### config.mk
export PLATFORM = sky130hd
export DESIGN_NAME = slice_alu_sequencer
export DESIGN_NICKNAME = d
export VERILOG_FILES = /design/src/rtl/slice_alu_pkg.sv /design/src/rtl/slice_alu_sequencer_alu_slice.sv /design/src/rtl/slice_alu_sequencer.sv
export SDC_FILE = /design/constraint.sdc
export NUM_CORES = 1
export LEC_CHECK = 0
export CELL_PAD_IN_SITES_DETAIL_PLACEMENT = 1
export CELL_PAD_IN_SITES_GLOBAL_PLACEMENT = 1
export CORE_UTILIZATION = 47
export CTS_CLUSTER_SIZE = 14
export DETAILED_ROUTE_END_ITERATION = 10
export GPL_TIMING_DRIVEN = 0
export PLACE_DENSITY = 0.86
export SYNTH_ARGS = -nofsm -noshare
export SYNTH_HDL_FRONTEND = slang
export SYNTH_HIERARCHICAL = 1
export SYNTH_SLANG_ARGS = --single-unit
### constraint.sdc
create_clock -name clk -period 4.7 [get_ports clk]
set_input_delay 0.94 -clock clk [delete_from_list [all_inputs] [get_ports clk]]
set_output_delay 0.94 -clock clk [all_outputs]
set_load 0.01 [all_outputs]
### src/rtl/slice_alu_pkg.sv
// Shared constants for the slice ALU sequencer: opcodes, FSM states, default geometry.
package slice_alu_pkg;

  localparam int SLICE_W_DEF  = 4;
  localparam int N_SLICES_DEF = 4;

  localparam logic [2:0] OP_ADD = 3'b000;
  localparam logic [2:0] OP_SUB = 3'b001;
  localparam logic [2:0] OP_AND = 3'b010;
  localparam logic [2:0] OP_OR  = 3'b011;
  localparam logic [2:0] OP_XOR = 3'b100;

  typedef enum logic [1:0] {
    ST_IDLE = 2'd0,
    ST_RUN  = 2'd1,
    ST_DONE = 2'd2
  } state_t;

  // Arithmetic ops propagate carries; everything else runs the slice in logic mode.
  function automatic logic is_arith(input logic [2:0] op);
    return (op == OP_ADD) || (op == OP_SUB);
  endfunction

endpackage

### src/rtl/slice_alu_sequencer_alu_slice.sv
// One SLICE_W-bit ALU slice: add/sub with carry chain, or bitwise logic when M=1.
module alu_slice
  import slice_alu_pkg::*;
#(
  parameter int SLICE_W = SLICE_W_DEF
) (
  input  logic [SLICE_W-1:0] x,
  input  logic [SLICE_W-1:0] y,
  input  logic               cin,
  input  logic               M,
  input  logic [2:0]         op,
  output logic [SLICE_W-1:0] f,
  output logic               cout
);

  logic [SLICE_W-1:0] y_eff;
  logic [SLICE_W:0]   sum;

  always_comb begin
    y_eff = (op == OP_SUB) ? ~y : y;
    sum   = {1'b0, x} + {1'b0, y_eff} + {{SLICE_W{1'b0}}, cin};
    f     = sum[SLICE_W-1:0];
    cout  = sum[SLICE_W];
    if (M) begin
      cout = 1'b0;
      unique case (op)
        OP_AND:  f = x & y;
        OP_OR:   f = x | y;
        OP_XOR:  f = x ^ y;
        default: f = '0;
      endcase
    end
  end

endmodule

### src/rtl/slice_alu_sequencer.sv
// Serial W-bit ALU: one slice per clock, LSB first, through a single alu_slice.
// Optional zero/neg/ovf flag outputs are enabled by defining SLICE_SEQ_FLAGS_EN.
module slice_alu_sequencer
  import slice_alu_pkg::*;
#(
  parameter int SLICE_W  = SLICE_W_DEF,
  parameter int N_SLICES = N_SLICES_DEF
) (
  input  logic                          clk,
  input  logic                          rst,
  input  logic                          start,
  input  logic [2:0]                    op,
  input  logic [SLICE_W*N_SLICES-1:0]   a,
  input  logic [SLICE_W*N_SLICES-1:0]   b,
  output logic                          busy,
  output logic                          done,
  output logic [SLICE_W*N_SLICES-1:0]   result,
  output logic                          cout
`ifdef SLICE_SEQ_FLAGS_EN
  ,
  output logic                          zero,
  output logic                          neg,
  output logic                          ovf
`endif
);

  localparam int W     = SLICE_W * N_SLICES;
  localparam int IDX_W = (N_SLICES > 1) ? $clog2(N_SLICES) : 1;
  localparam logic [IDX_W-1:0] LAST_IDX = IDX_W'(N_SLICES - 1);

  state_t             state_q, state_d;
  logic [W-1:0]       a_q, a_d;
  logic [W-1:0]       b_q, b_d;
  logic [2:0]         op_q, op_d;
  logic [IDX_W-1:0]   idx_q, idx_d;
  logic               carry_q, carry_d;
  logic [W-1:0]       shadow_q, shadow_d;
  logic [W-1:0]       result_q, result_d;
  logic               cout_q, cout_d;
  logic               done_q, done_d;
  logic               busy_q, busy_d;
`ifdef SLICE_SEQ_FLAGS_EN
  logic               zero_q, zero_d;
  logic               neg_q, neg_d;
  logic               ovf_q, ovf_d;
`endif

  logic [SLICE_W-1:0] a_sl [N_SLICES];
  logic [SLICE_W-1:0] b_sl [N_SLICES];
  logic [W-1:0]       shadow_wr;
  logic [SLICE_W-1:0] slice_f;
  logic               slice_cout;

  // shadow_wr is the shadow with the current slice merged in; it feeds both the
  // shadow register and, on the last slice, the result register.
  genvar gi;
  generate
    for (gi = 0; gi < N_SLICES; gi++) begin : g_slice
      assign a_sl[gi] = a_q[gi*SLICE_W +: SLICE_W];
      assign b_sl[gi] = b_q[gi*SLICE_W +: SLICE_W];
      assign shadow_wr[gi*SLICE_W +: SLICE_W] =
        (idx_q == IDX_W'(gi)) ? slice_f : shadow_q[gi*SLICE_W +: SLICE_W];
    end
  endgenerate

  alu_slice #(
    .SLICE_W (SLICE_W)
  ) u_slice (
    .x    (a_sl[idx_q]),
    .y    (b_sl[idx_q]),
    .cin  (carry_q),
    .M    (!is_arith(op_q)),
    .op   (op_q),
    .f    (slice_f),
    .cout (slice_cout)
  );

  always_comb begin
    state_d  = state_q;
    a_d      = a_q;
    b_d      = b_q;
    op_d     = op_q;
    idx_d    = idx_q;
    carry_d  = carry_q;
    shadow_d = shadow_q;
    result_d = result_q;
    cout_d   = cout_q;
    done_d   = 1'b0;
`ifdef SLICE_SEQ_FLAGS_EN
    zero_d   = zero_q;
    neg_d    = neg_q;
    ovf_d    = ovf_q;
`endif

    unique case (state_q)
      ST_IDLE: begin
        if (start) begin
          a_d     = a;
          b_d     = b;
          op_d    = op;
          idx_d   = '0;
          carry_d = (op == OP_SUB);
          state_d = ST_RUN;
        end
      end
      ST_RUN: begin
        shadow_d = shadow_wr;
        carry_d  = slice_cout;
        idx_d    = idx_q + 1'b1;
        if (idx_q == LAST_IDX) begin
          state_d  = ST_DONE;
          result_d = shadow_wr;
          cout_d   = slice_cout;
          done_d   = 1'b1;
`ifdef SLICE_SEQ_FLAGS_EN
          zero_d = (shadow_wr == '0);
          neg_d  = shadow_wr[W-1];
          unique case (op_q)
            OP_ADD:  ovf_d = (a_q[W-1] == b_q[W-1]) && (shadow_wr[W-1] != a_q[W-1]);
            OP_SUB:  ovf_d = (a_q[W-1] != b_q[W-1]) && (shadow_wr[W-1] != a_q[W-1]);
            default: ovf_d = 1'b0;
          endcase
`endif
        end
      end
      ST_DONE: begin
        state_d = ST_IDLE;
      end
      default: begin
        state_d = ST_IDLE;
      end
    endcase

    busy_d = (state_d != ST_IDLE);
  end

  always_ff @(posedge clk or posedge rst) begin
    if (rst) begin
      state_q  <= ST_IDLE;
      a_q      <= '0;
      b_q      <= '0;
      op_q     <= '0;
      idx_q    <= '0;
      carry_q  <= 1'b0;
      shadow_q <= '0;
      result_q <= '0;
      cout_q   <= 1'b0;
      done_q   <= 1'b0;
      busy_q   <= 1'b0;
`ifdef SLICE_SEQ_FLAGS_EN
      zero_q   <= 1'b0;
      neg_q    <= 1'b0;
      ovf_q    <= 1'b0;
`endif
    end else begin
      state_q  <= state_d;
      a_q      <= a_d;
      b_q      <= b_d;
      op_q     <= op_d;
      idx_q    <= idx_d;
      carry_q  <= carry_d;
      shadow_q <= shadow_d;
      result_q <= result_d;
      cout_q   <= cout_d;
      done_q   <= done_d;
      busy_q   <= busy_d;
`ifdef SLICE_SEQ_FLAGS_EN
      zero_q   <= zero_d;
      neg_q    <= neg_d;
      ovf_q    <= ovf_d;
`endif
    end
  end

  assign busy   = busy_q;
  assign done   = done_q;
  assign result = result_q;
  assign cout   = cout_q;
`ifdef SLICE_SEQ_FLAGS_EN
  assign zero   = zero_q;
  assign neg    = neg_q;
  assign ovf    = ovf_q;
`endif

endmodule
==> out/results.md, run 1 <==
| Parameter | This run |
|:---|:---|
| Layout cell share with drive strength beyond 1 | 0.312 |
| Share of the synthesized area in the top cell type | 0.491 |
| Slew of the pin with the lowest slew margin | 0.873 ns |
| Worst path required time | 4.99 ns |
| Xor and xnor fraction of the mapped netlist area | 0.0121 |
| Total via count in the routed design | 2252 |
| Final TNS setup | 0 ns |
| Seq/Total Area, Yosys | 0.491 |
| Biggest area contributors in the synthesized netlist | dfrtp_1, mux2_2, mux2_1 |
| Full die area | 0.00806 mm2 |
| Effective utilization at floorplan | 0.494 |
| Number of H-tree branching levels | 3 |
| Post-CTS setup buffer count | 0 |
| Critical-path cell with the highest stage delay | mux4_2 |
| Count of synthesis-stage warnings from yosys | 6 |
| Largest net degree at the start of global routing | 72 |
| Synthesized netlist cell count | 252 |
| Number of antenna violations at the first check in global routing | 0 |
| Combined buffer and inverter count along the critical path | 1 |
| Leakage power summed over all cells | 1.99 nW |
| Ordered list of cells on the worst path | buf_2, mux4_2, xnor2_1, fa_1, fa_1, xnor2_1, nor2_1, a31oi_1, mux2_2, mux2_4 |
| Family with the most delay on the worst path | multiplexers |
| Fillers | 693 |
| Simple-gate portion of the synthesized area | 0.0622 |
| Power consumption | 0.00366 W |
| Die Wd | 89.8 um |
| Routed length per instance | 19.1 um |
| Pins over their slew limit | 0 |
| Maxcap violations | 0 |
| IR drop worst, VDD | 304 uV |
| Post-cts hold buffer count | 0 |
| Maximum clock frequency | 0.278 GHz |
| Clock slew at reported path FFs | 0.08 ns |
| Worst-case clock skew | 0.0126 ns |
| Number of gates resized after CTS | 0 |
| Number of endpoints failing setup at the final stage | 0 |
| Type of the worst setup path | flip-flop to flip-flop |
| Worst-path fanout max | 10 |
| Post-Synthesis Mean Instance Area | 14.4 um2 |
| Total GRT Usage | 0.226 |
| Final instance area | 0.00456 mm2 |
| Multi-input gate area in the final layout | 0.00169 mm2 |
| TritonCTS sink count | 71 |
| Detailed router's first-iteration violation count | 71 |
| Count of different cell masters after synthesis | 39 |
| Register Area | 0.00178 mm2 |
| Routed vias/inst | 5.32 |
| Port bufs | 56 |
| TritonCTS clock tree | built |
| Adder and majority gate portion of the synthesized area | 0.0629 |
| Count of antenna-violating nets left after detailed routing | 0 |
| Worst Slack Setup Final | 1.11 ns |
| Area grow syn2layout | 26.0% |
| RSZ-0062 raised after global routing | false |
| Clk Latency, worst-skew pair | 0.35 ns |
| Placed wire-length estimate | 5620 um |
| Global placer's final weighted congestion | 0.821 |
| Final cycle utilization of the critical path | 0.765 |
| Synth Net Count | 307 |
| Largest area contributor in the synthesized netlist | dfrtp_1 |
| Total length of routed wires | 8100 um |
| Critical path endpoint category | flip-flop |
| Power density of the placed cells | 803 mW/mm2 |
| Commonest non-fill, non-tap cell in the layout | dfrtp_1 |
| Number of global-route vias before repair | 2645 |
| Combinational family with the most area after synthesis | multiplexers |
| Drt pass-1 iters | 4 |
| Die height | 89.8 um |
| Instance area after placement | 0.00431 mm2 |
| Final antenna diode count | 0 |
| Total CTS buffers | 9 |
| Final net count | 374 |
| Buffers from clock root to sink, at most | 2 |
| Commonest non-fill, non-tap cells in the layout | dfrtp_1, clkdlybuf4s50_1, mux2_2, mux2_1, ha_1 |
| Highest cell delay on the worst timing path | 0.60 ns |
| Status | finished clean |
| Wire length of the first global-routing pass | 13800 um |
| Total I/O pin count | 57 |
| Worst hold-check path type | flip-flop to flip-flop |
| Remaining max-slew budget at the tightest pin | 0.418 |
| Cell chosen for the clock root | clkbuf_8 |
| Worst Setup Slack post-DPL | 1.14 ns |
| Shortest clock period the worst path allows after layout | 3.59 ns |
| #FFs+latches synth | 71 |
| Cell Count, Final, Fillers Out | 423 |
| Area fraction in compound gates after synthesis | 0.0311 |
| Synth Cell Area | 0.00362 mm2 |
| Fraction of synthesized area in multiplexers | 0.298 |
| Total number of placement rows | 31 |
| DP Cell Count | 407 |
| Crit path launch type | flip-flop |
| DRC viols | 0 |
| Total grt overflow | 0 |
| Area inside the core boundary | 0.00733 mm2 |
| Final Hold Violating Endpoints | 0 |
| Arr. time, crit path | 3.89 ns |
[cell type report]
class / count / share of cell area
sequential: 71 / 0.389
multi-input combinational: 154 / 0.370
timing repair buffer: 56 / 0.123
clock buffer: 11 / 0.0332
tap: 99 / 0.0272
clock inverter: 5 / 0.0228
buffer: 10 / 0.0187
inverter: 17 / 0.0156
[layer usage]
| metal | track usage | vias to the layer above | part of all wire |
|---|---|---|---|
| met1 | 0.276 | 1178 | 0.45 |
| met4 | 0.0929 | 0 | 0.020 |
| met2 | 0.385 | 36 | 0.51 |
| met5 | 0 | - | 0 |
| li1 | - | 1027 | - |
| met3 | 0.0541 | 11 | 0.024 |
[cells by family after synthesis]
kind of cell	Yosys count
multiplexers	85
adder cells (fa/ha/maj)	17
XOR/XNOR	5
flip-flops	71
buffers and inverters	27
AO/OA/AOI/OAI	16
AND/OR/NAND/NOR	31
[power by group]
| part | switching [W] | total [W] | internal, W |
|---|---|---|---|
| clock | 0.000235 | 0.000617 | 0.000382 |
| combinational | 0.000939 | 0.00197 | 0.00103 |
| sequential | 0.000167 | 0.00108 | 0.000908 |
| total | 0.00134 | 0.00366 | 0.00232 |
[state kept, by name (all words and copies together) (netlist names)]
register  flops
op_q          3
b_q          16
cout          1
done          1
busy          1
a_q          16
idx_q         2
carry_q       1
shadow_q     12
state_q       2
result       16
[worst register-to-register path, delay by kind of cell, from the launching register on]
| kind | cells | cell delay [ns] |
|---|---|---|
| XOR/XNOR | 2 | 0.33 |
| adder cells (fa/ha/maj) | 2 | 0.88 |
| AO/OA/AOI/OAI | 1 | 0.54 |
| AND/OR/NAND/NOR | 1 | 0.05 |
| multiplexers | 3 | 1.05 |
| buffers and inverters | 1 | 0.33 |
| flip-flops | 1 | 0.38 |
[synth_stat cells]
cell type	count
dfrtp_1	71
mux2_2	50
mux2_1	17
ha_1	15
inv_1	15
mux2_4	9
mux4_2	8
nand2_1	6
buf_6	5
nand3b_1	5
nor2b_1	5
xnor2_1	5
a21oi_1	3
a31oi_1	3
and2b_1	2
buf_2	2
buf_4	2
fa_1	2
nand2b_1	2
nor2_1	2
nor3b_2	2
o211ai_1	2
o21ai_0	2
o21bai_1	2
a211oi_2	1
a221o_1	1
a32oi_1	1
and3_1	1
and3b_1	1
buf_1	1
inv_2	1
inv_6	1
mux2i_1	1
nand3b_4	1
nor3b_1	1
nor3b_4	1
o31ai_1	1
or2_0	1
or2_2	1
[worst paths after layout]
kind,from,to,slack [ns],depth (start not counted)
worst max-delay path,idx_q[0],result[6],1.11,10
worst min-delay path,a_q[13],a_q[13],0.49,1
worst max register to register,idx_q[0],result[6],1.11,10
worst min register to register,a_q[13],a_q[13],0.49,1
max in group asynchronous,rst,b_q[5],3.00,2
min in group asynchronous,rst,a_q[14],1.14,2
[per-stage QoR]
step / util / hold slack, ns
after floorplan: - / 0.452
after global placement: 0.587 / 0.465
after detailed placement: 0.587 / 0.474
after CTS: 0.622 / 0.493
after global routing: 0.622 / 0.511
final: 0.622 / 0.488
No activity file was read; power rests on OpenSTA's default activity.
==> run 2: changes to the inputs <==
CORE_UTILIZATION = 40   (was 47)
PLACE_DENSITY = 0.78   (was 0.86)
clock period = 3 ns   (was 4.7 ns; I/O delays follow)
==> run 2 against run 1 <==
  * The flow now finishes with violations (negative setup slack)
  * Setup slack got worse by 1.1 ns
  * Die area rose by 17%
  * Count of clock-buffer cells in the layout fell by 2
  * Register-to-register slack got worse by 1.1 ns
  * Final area rose by 2.8%
  * Global-route usage fell by 4.4 points
  * Highest routed layer unchanged
==> out/results.md, run 2 (same netlist as run 1, synthesis figures left out) <==
| Parameter | This run | Delta |
|:---|:---|:---|
| Status | finished with violations |  |
| Violations in the final reports | negative setup slack |  |
| Placed wire-length estimate | 5520 um | -1.7% |
| TritonCTS sink count | 71 | unchanged |
| Total number of placement rows | 34 | +9.7% |
| Launch point of the worst reg-to-reg path | idx_q[0] |  |
| Wire length of the first global-routing pass | 13000 um | -5.7% |
| Power consumption | 0.00595 W | +62% |
| Count of antenna-violating nets left after detailed routing | 0 | unchanged |
| Total via count in the routed design | 2261 | +0.40% |
| Arr. time, crit path | 3.28 ns | -0.61 ns |
| Largest net degree at the start of global routing | 72 | unchanged |
| Worst-path fanout max | 5 | -5 |
| Die Wd | 97.1 um | +8.2% |
| Number of endpoints failing setup at the final stage | 6 | +6 |
| Clock slew at reported path FFs | 0.08 ns | about the same |
| Total GRT Usage | 0.182 | -0.0445 |
| Routed length per instance | 17.7 um | -7.5% |
| Area inside the core boundary | 0.00872 mm2 | +19% |
| TritonCTS clock tree | built |  |
| Slew of the pin with the lowest slew margin | 0.865 ns | -0.00756 ns |
| Number of global-route vias before repair | 2512 | -5.0% |
| Drt pass-1 iters | 4 | unchanged |
| Worst path required time | 3.24 ns | -1.75 ns |
| Critical Path Sink | result[9] |  |
| DRC viols | 0 | unchanged |
| Routed vias/inst | 5.14 | -3.5% |
| Total length of routed wires | 7790 um | -3.8% |
| Final Hold Violating Endpoints | 0 | unchanged |
| Commonest non-fill, non-tap cell in the layout | dfrtp_1 |  |
| Detailed router's first-iteration violation count | 61 | -14% |
| Full die area | 0.00943 mm2 | +17% |
| Global placer's final weighted congestion | 0.776 | -5.5% |
| Crit path launch type | flip-flop |  |
| Clk Latency, worst-skew pair | 0.35 ns | about the same |
| Total I/O pin count | 57 | unchanged |
| Worst hold-check path type | flip-flop to flip-flop |  |
| Endpoint of the worst register-to-register path | result[9] |  |
| Commonest non-fill, non-tap cells in the layout | dfrtp_1, clkdlybuf4s50_1, mux2_2, mux2_1, mux2_4 |  |
| Shortest clock period the worst path allows after layout | 3.04 ns | -0.554 ns |
| Remaining max-slew budget at the tightest pin | 0.423 | +0.00504 |
| Type of the worst setup path | flip-flop to flip-flop |  |
| Worst-case clock skew | 0.0101 ns | -0.00250 ns |
| Effective utilization at floorplan | 0.415 | -0.0787 |
| RSZ-0062 raised after global routing | true |  |
| Cell chosen for the clock root | clkbuf_8 |  |
| Area grow syn2layout | 29.5% |  |
| Critical path endpoint category | flip-flop |  |
| Maximum clock frequency | 0.329 GHz | +18% |
| Final antenna diode count | 0 | unchanged |
| Total grt overflow | 0 | unchanged |
| Maxcap violations | 0 | unchanged |
| Final cycle utilization of the critical path | 1.01 | +0.249 |
| Port bufs | 56 | unchanged |
| Leakage power summed over all cells | 2.05 nW | +2.9% |
| Power density of the placed cells | 1270 mW/mm2 | +58% |
| Number of H-tree branching levels | 3 | unchanged |
| Layout cell share with drive strength beyond 1 | 0.346 | +0.0347 |
| Number of antenna violations at the first check in global routing | 0 | unchanged |
| Worst Slack Setup Final | -0.0397 ns | -1.15 ns |
| Number of cells traversed by the worst register-to-register path | 9 | -1 |
| Fillers | 852 | +23% |
| Flop2flop setup slack | -0.04 ns | -1.15 ns |
| Final core area utilization | 0.538 | -0.0847 |
| Pins over their slew limit | 0 | unchanged |
| Buffers from clock root to sink, at most | 2 | unchanged |
| Total CTS buffers | 9 | unchanged |
| Worst Setup Slack post-DPL | -0.394 ns | -1.53 ns |
| Launching element of the worst setup path | idx_q[0] |  |
| Die height | 97.1 um | +8.2% |
| IR drop worst, VDD | 489 uV | +61% |
| Final net count | 382 | +2.1% |
[run 2: timing repair]
action,in CTS,in global routing
hold endpoints to repair,0,0
hold buffers,0,0
setup buffers,7,1
resized for setup,17,2
endpoints found under the setup margin,18,11
[run 2: worst min path at each step]
| stage | start | to | slack, ns | cells after the start |
|---|---|---|---|---|
| floorplan | a_q[11] | a_q[11] | 0.45 | 1 |
| global placement | a_q[8] | a_q[8] | 0.47 | 1 |
| detailed placement | b_q[0] | b_q[0] | 0.48 | 1 |
| CTS | b_q[0] | b_q[0] | 0.49 | 1 |
| global route | op_q[0] | op_q[0] | 0.51 | 1 |
| finish | a_q[5] | a_q[5] | 0.49 | 1 |
[run 2: metrics by stage]
step | std cells | TNS [ns] | area (um2) | hold WS, ns
3_3_place_gp | 416 | -47.67 | 4320 | 0.466
6_report | 440 | -0.160 | 4690 | 0.488
5_1_grt | 440 | -1.06 | 4690 | 0.509
2_1_floorplan | 252 | 0 | 3620 | 0.452
4_1_cts | 439 | -0.0278 | 4670 | 0.493
3_5_place_dp | 416 | -4.22 | 4320 | 0.475
[run 2: power breakdown]
part           internal [W]  total [W]  switching, W
Combinational       0.00187    0.00339       0.00152
Clock              0.000478   0.000875      0.000397
Sequential          0.00142    0.00168      0.000259
[run 2: layout make-up]
cell class,count,area [um2],area share
clock buffers,9,124,0.0264
inverters,17,71.3,0.0152
multi-input cells,154,1760,0.375
clock inverters,7,103,0.0219
well taps,108,135,0.0288
plain buffers,10,97.6,0.0208
repair buffers,64,624,0.133
flip-flops and latches,71,1780,0.379
[run 2: critical path, stage by stage, from the launching register on]
cell and delay, ns:
dfrtp_1 0.40, buf_8 0.12, mux4_2 0.54, xnor2_2 0.16
fa_2 0.37, fa_2 0.53, nor2b_4 0.16, a31oi_4 0.07
mux2_4 0.32, mux2_4 0.26
[run 2: layer usage]
| layer | share of wire | track usage |
|---|---|---|
| met1 | 0.44 | 0.229 |
| met2 | 0.52 | 0.308 |
| met3 | 0.034 | 0.0432 |
| met4 | 0.0085 | 0.0586 |
| met5 | 0 | 0 |
==> run 3: changes to the inputs <==
CORE_UTILIZATION = 47   (was 40)
PLACE_DENSITY = 0.86   (was 0.78)
clock period = 3.6 ns   (was 3 ns; I/O delays follow)
==> run 3 against run 2 <==
  * The run now ends clean
  * Setup slack better by 0.20 ns
  * Clock skew increased by 0.0029 ns
  * Worst hold slack about the same
  * Register-to-register slack improved by 0.20 ns
  * Highest routed layer unchanged
==> out/results.md, run 3 (same netlist as run 1, synthesis figures left out) <==
| Parameter | This run | Delta |
|:---|:---|:---|
| Status | finished clean |  |
| DRC viols | 0 | unchanged |
| Die height | 89.8 um | -7.6% |
| TritonCTS clock tree | built |  |
| Ordered list of cells on the worst path | buf_2, mux4_2, xnor2_1, fa_1, fa_1, xnor2_1, nor2_1, a31oi_2, mux2_2, mux2_4 |  |
| Number of antenna violations at the first check in global routing | 0 | unchanged |
| Total I/O pin count | 57 | unchanged |
| Crit path launch type | flip-flop |  |
| Wire length of the first global-routing pass | 13800 um | +6.1% |
| Register Area | 0.00178 mm2 | unchanged |
| Shortest clock period the worst path allows after layout | 3.44 ns | +0.405 ns |
| Routed length per instance | 19.2 um | +8.2% |
| Minimum hold slack | 0.488 ns | -0.000295 ns |
| Drt pass-1 iters | 4 | unchanged |
| Buffers from clock root to sink, at most | 2 | unchanged |
| Largest net degree at the start of global routing | 72 | unchanged |
| Commonest non-fill, non-tap cell in the layout | dfrtp_1 |  |
| Arr. time, crit path | 3.68 ns | +0.40 ns |
| TritonCTS sink count | 71 | unchanged |
| Full die area | 0.00806 mm2 | -15% |
| Clk Latency, worst-skew pair | 0.35 ns | about the same |
| Post-CTS setup buffer count | 0 | -7 |
| Final TNS setup | 0 ns | +0.160 ns |
| Slew of the pin with the lowest slew margin | 0.873 ns | +0.00747 ns |
| Total grt overflow | 0 | unchanged |
| Final Hold Violating Endpoints | 0 | unchanged |
| Final cycle utilization of the critical path | 0.957 | -0.0564 |
| Maximum clock frequency | 0.290 GHz | -12% |
| Maxcap violations | 0 | unchanged |
| Total number of placement rows | 31 | -8.8% |
| Cell Count, Final, Fillers Out | 423 | -3.9% |
| Port bufs | 56 | unchanged |
| Global placer's final weighted congestion | 0.821 | +5.8% |
| Remaining max-slew budget at the tightest pin | 0.418 | -0.00498 |
| Number of global-route vias before repair | 2645 | +5.3% |
| Number of stages on the worst hold path | 1 | unchanged |
| Fillers | 689 | -19% |
| Total length of routed wires | 8110 um | +4.1% |
| Critical-path cell with the highest stage delay | mux4_2 |  |
| Worst hold-check path type | flip-flop to flip-flop |  |
| Power density of the placed cells | 1050 mW/mm2 | -17% |
| IR drop worst, VDD | 397 uV | -19% |
| Clock slew at reported path FFs | 0.08 ns | about the same |
| Final net count | 374 | -2.1% |
| Final antenna diode count | 0 | unchanged |
| RSZ-0062 raised after global routing | false |  |
| Worst path required time | 3.84 ns | +0.60 ns |
| Count of antenna-violating nets left after detailed routing | 0 | unchanged |
| Critical path endpoint category | flip-flop |  |
| Cell chosen for the clock root | clkbuf_8 |  |
| Number of cells traversed by the worst register-to-register path | 10 | +1 |
| Highest cell delay on the worst timing path | 0.60 ns | +0.06 ns |
| Detailed router's first-iteration violation count | 69 | +13% |
| Routed vias/inst | 5.32 | +3.5% |
| Multi-input gate area in the final layout | 0.00170 mm2 | -3.1% |
| Total via count in the routed design | 2250 | -0.49% |
| Number of H-tree branching levels | 3 | unchanged |
| Total GRT Usage | 0.226 | +0.0445 |
| Number of endpoints failing setup at the final stage | 0 | -6 |
| Commonest non-fill, non-tap cells in the layout | dfrtp_1, clkdlybuf4s50_1, mux2_2, mux2_1, ha_1 |  |
| Post-cts hold buffer count | 0 | unchanged |
| Die Wd | 89.8 um | -7.6% |
| Pins over their slew limit | 0 | unchanged |
| Area inside the core boundary | 0.00733 mm2 | -16% |
| Effective utilization at floorplan | 0.494 | +0.0787 |
| Leakage power summed over all cells | 1.99 nW | -2.8% |
| Total CTS buffers | 9 | unchanged |
| Layout cell share with drive strength beyond 1 | 0.318 | -0.0285 |
| Area grow syn2layout | 26.4% |  |
| Worst-path fanout max | 10 | +5 |
| Placed wire-length estimate | 5620 um | +1.8% |
| Type of the worst setup path | flip-flop to flip-flop |  |
| Final core area utilization | 0.624 | +0.0864 |
| Worst-case clock skew | 0.0130 ns | +0.00286 ns |
| DP Cell Count | 407 | -2.2% |
## run 3: cell count changes in the layout (fill, tap and decap cells not counted), moves of 3 or more
cell    change
mux2_2      +7
inv_6       -3
buf_4       -8
mux2_4      -7
## run 3: final cells by class
class                   count  area share
plain buffers              10      0.0186
clock buffers              11      0.0331
clock inverters             5      0.0227
inverters                  17      0.0156
multi-input cells         154       0.372
flip-flops and latches     71       0.388
well taps                  99      0.0271
repair buffers             56       0.123
## run 3: worst paths after layout
check                           slack [ns]  startpoint         to
worst max-delay path                  0.16    idx_q[0]  result[6]
worst min-delay path                  0.49     a_q[13]    a_q[13]
worst max register to register        0.16    idx_q[0]  result[6]
worst min register to register        0.49     a_q[13]    a_q[13]
max in group asynchronous             2.12         rst     b_q[5]
min in group asynchronous             0.92         rst    a_q[14]
## run 3: power breakdown
group / switching (W) / total [W] / internal [W] / leakage [nW]
registers: 0.000219 / 0.00140 / 0.00119 / 0.863
logic: 0.00124 / 0.00260 / 0.00136 / 0.998
clock network: 0.000306 / 0.000805 / 0.000498 / 0.130
## run 3: metrics by stage
stage	instance area [um2]	setup WS (ns)	power, W
after floorplan	3620	0.542	0.00320
after global placement	4300	-0.142	0.00380
after detailed placement	4310	0.0401	0.00398
after CTS	4570	0.0487	0.00484
after global routing	4570	0.00800	0.00516
final	4570	0.155	0.00481
## run 3: critical path, delay by kind of cell, from the launching register on
kind                       cells  cell delay [ns]
muxes                          3             1.22
buffers and inverters          1             0.33
AOI/OAI and AO/OA              1             0.11
xor gates and xnor gates       2             0.32
and+or+nand+nor                1             0.11
adders and majority gates      2             0.87
DFF                            1             0.38
## run 3: repair_timing
item | in CTS | in global routing
pin swaps | 0 | 0
endpoints found under the setup margin | 1 | 3
resized for setup | 1 | 1
## run 3: metal layers
layer  global-route usage  up-vias  wire [um]
met5                    0        -          0
met4               0.0929        0        162
met3               0.0541       11        194
met2                0.385       36       4110
met1                0.276     1176       3640
li1                     -     1027          -
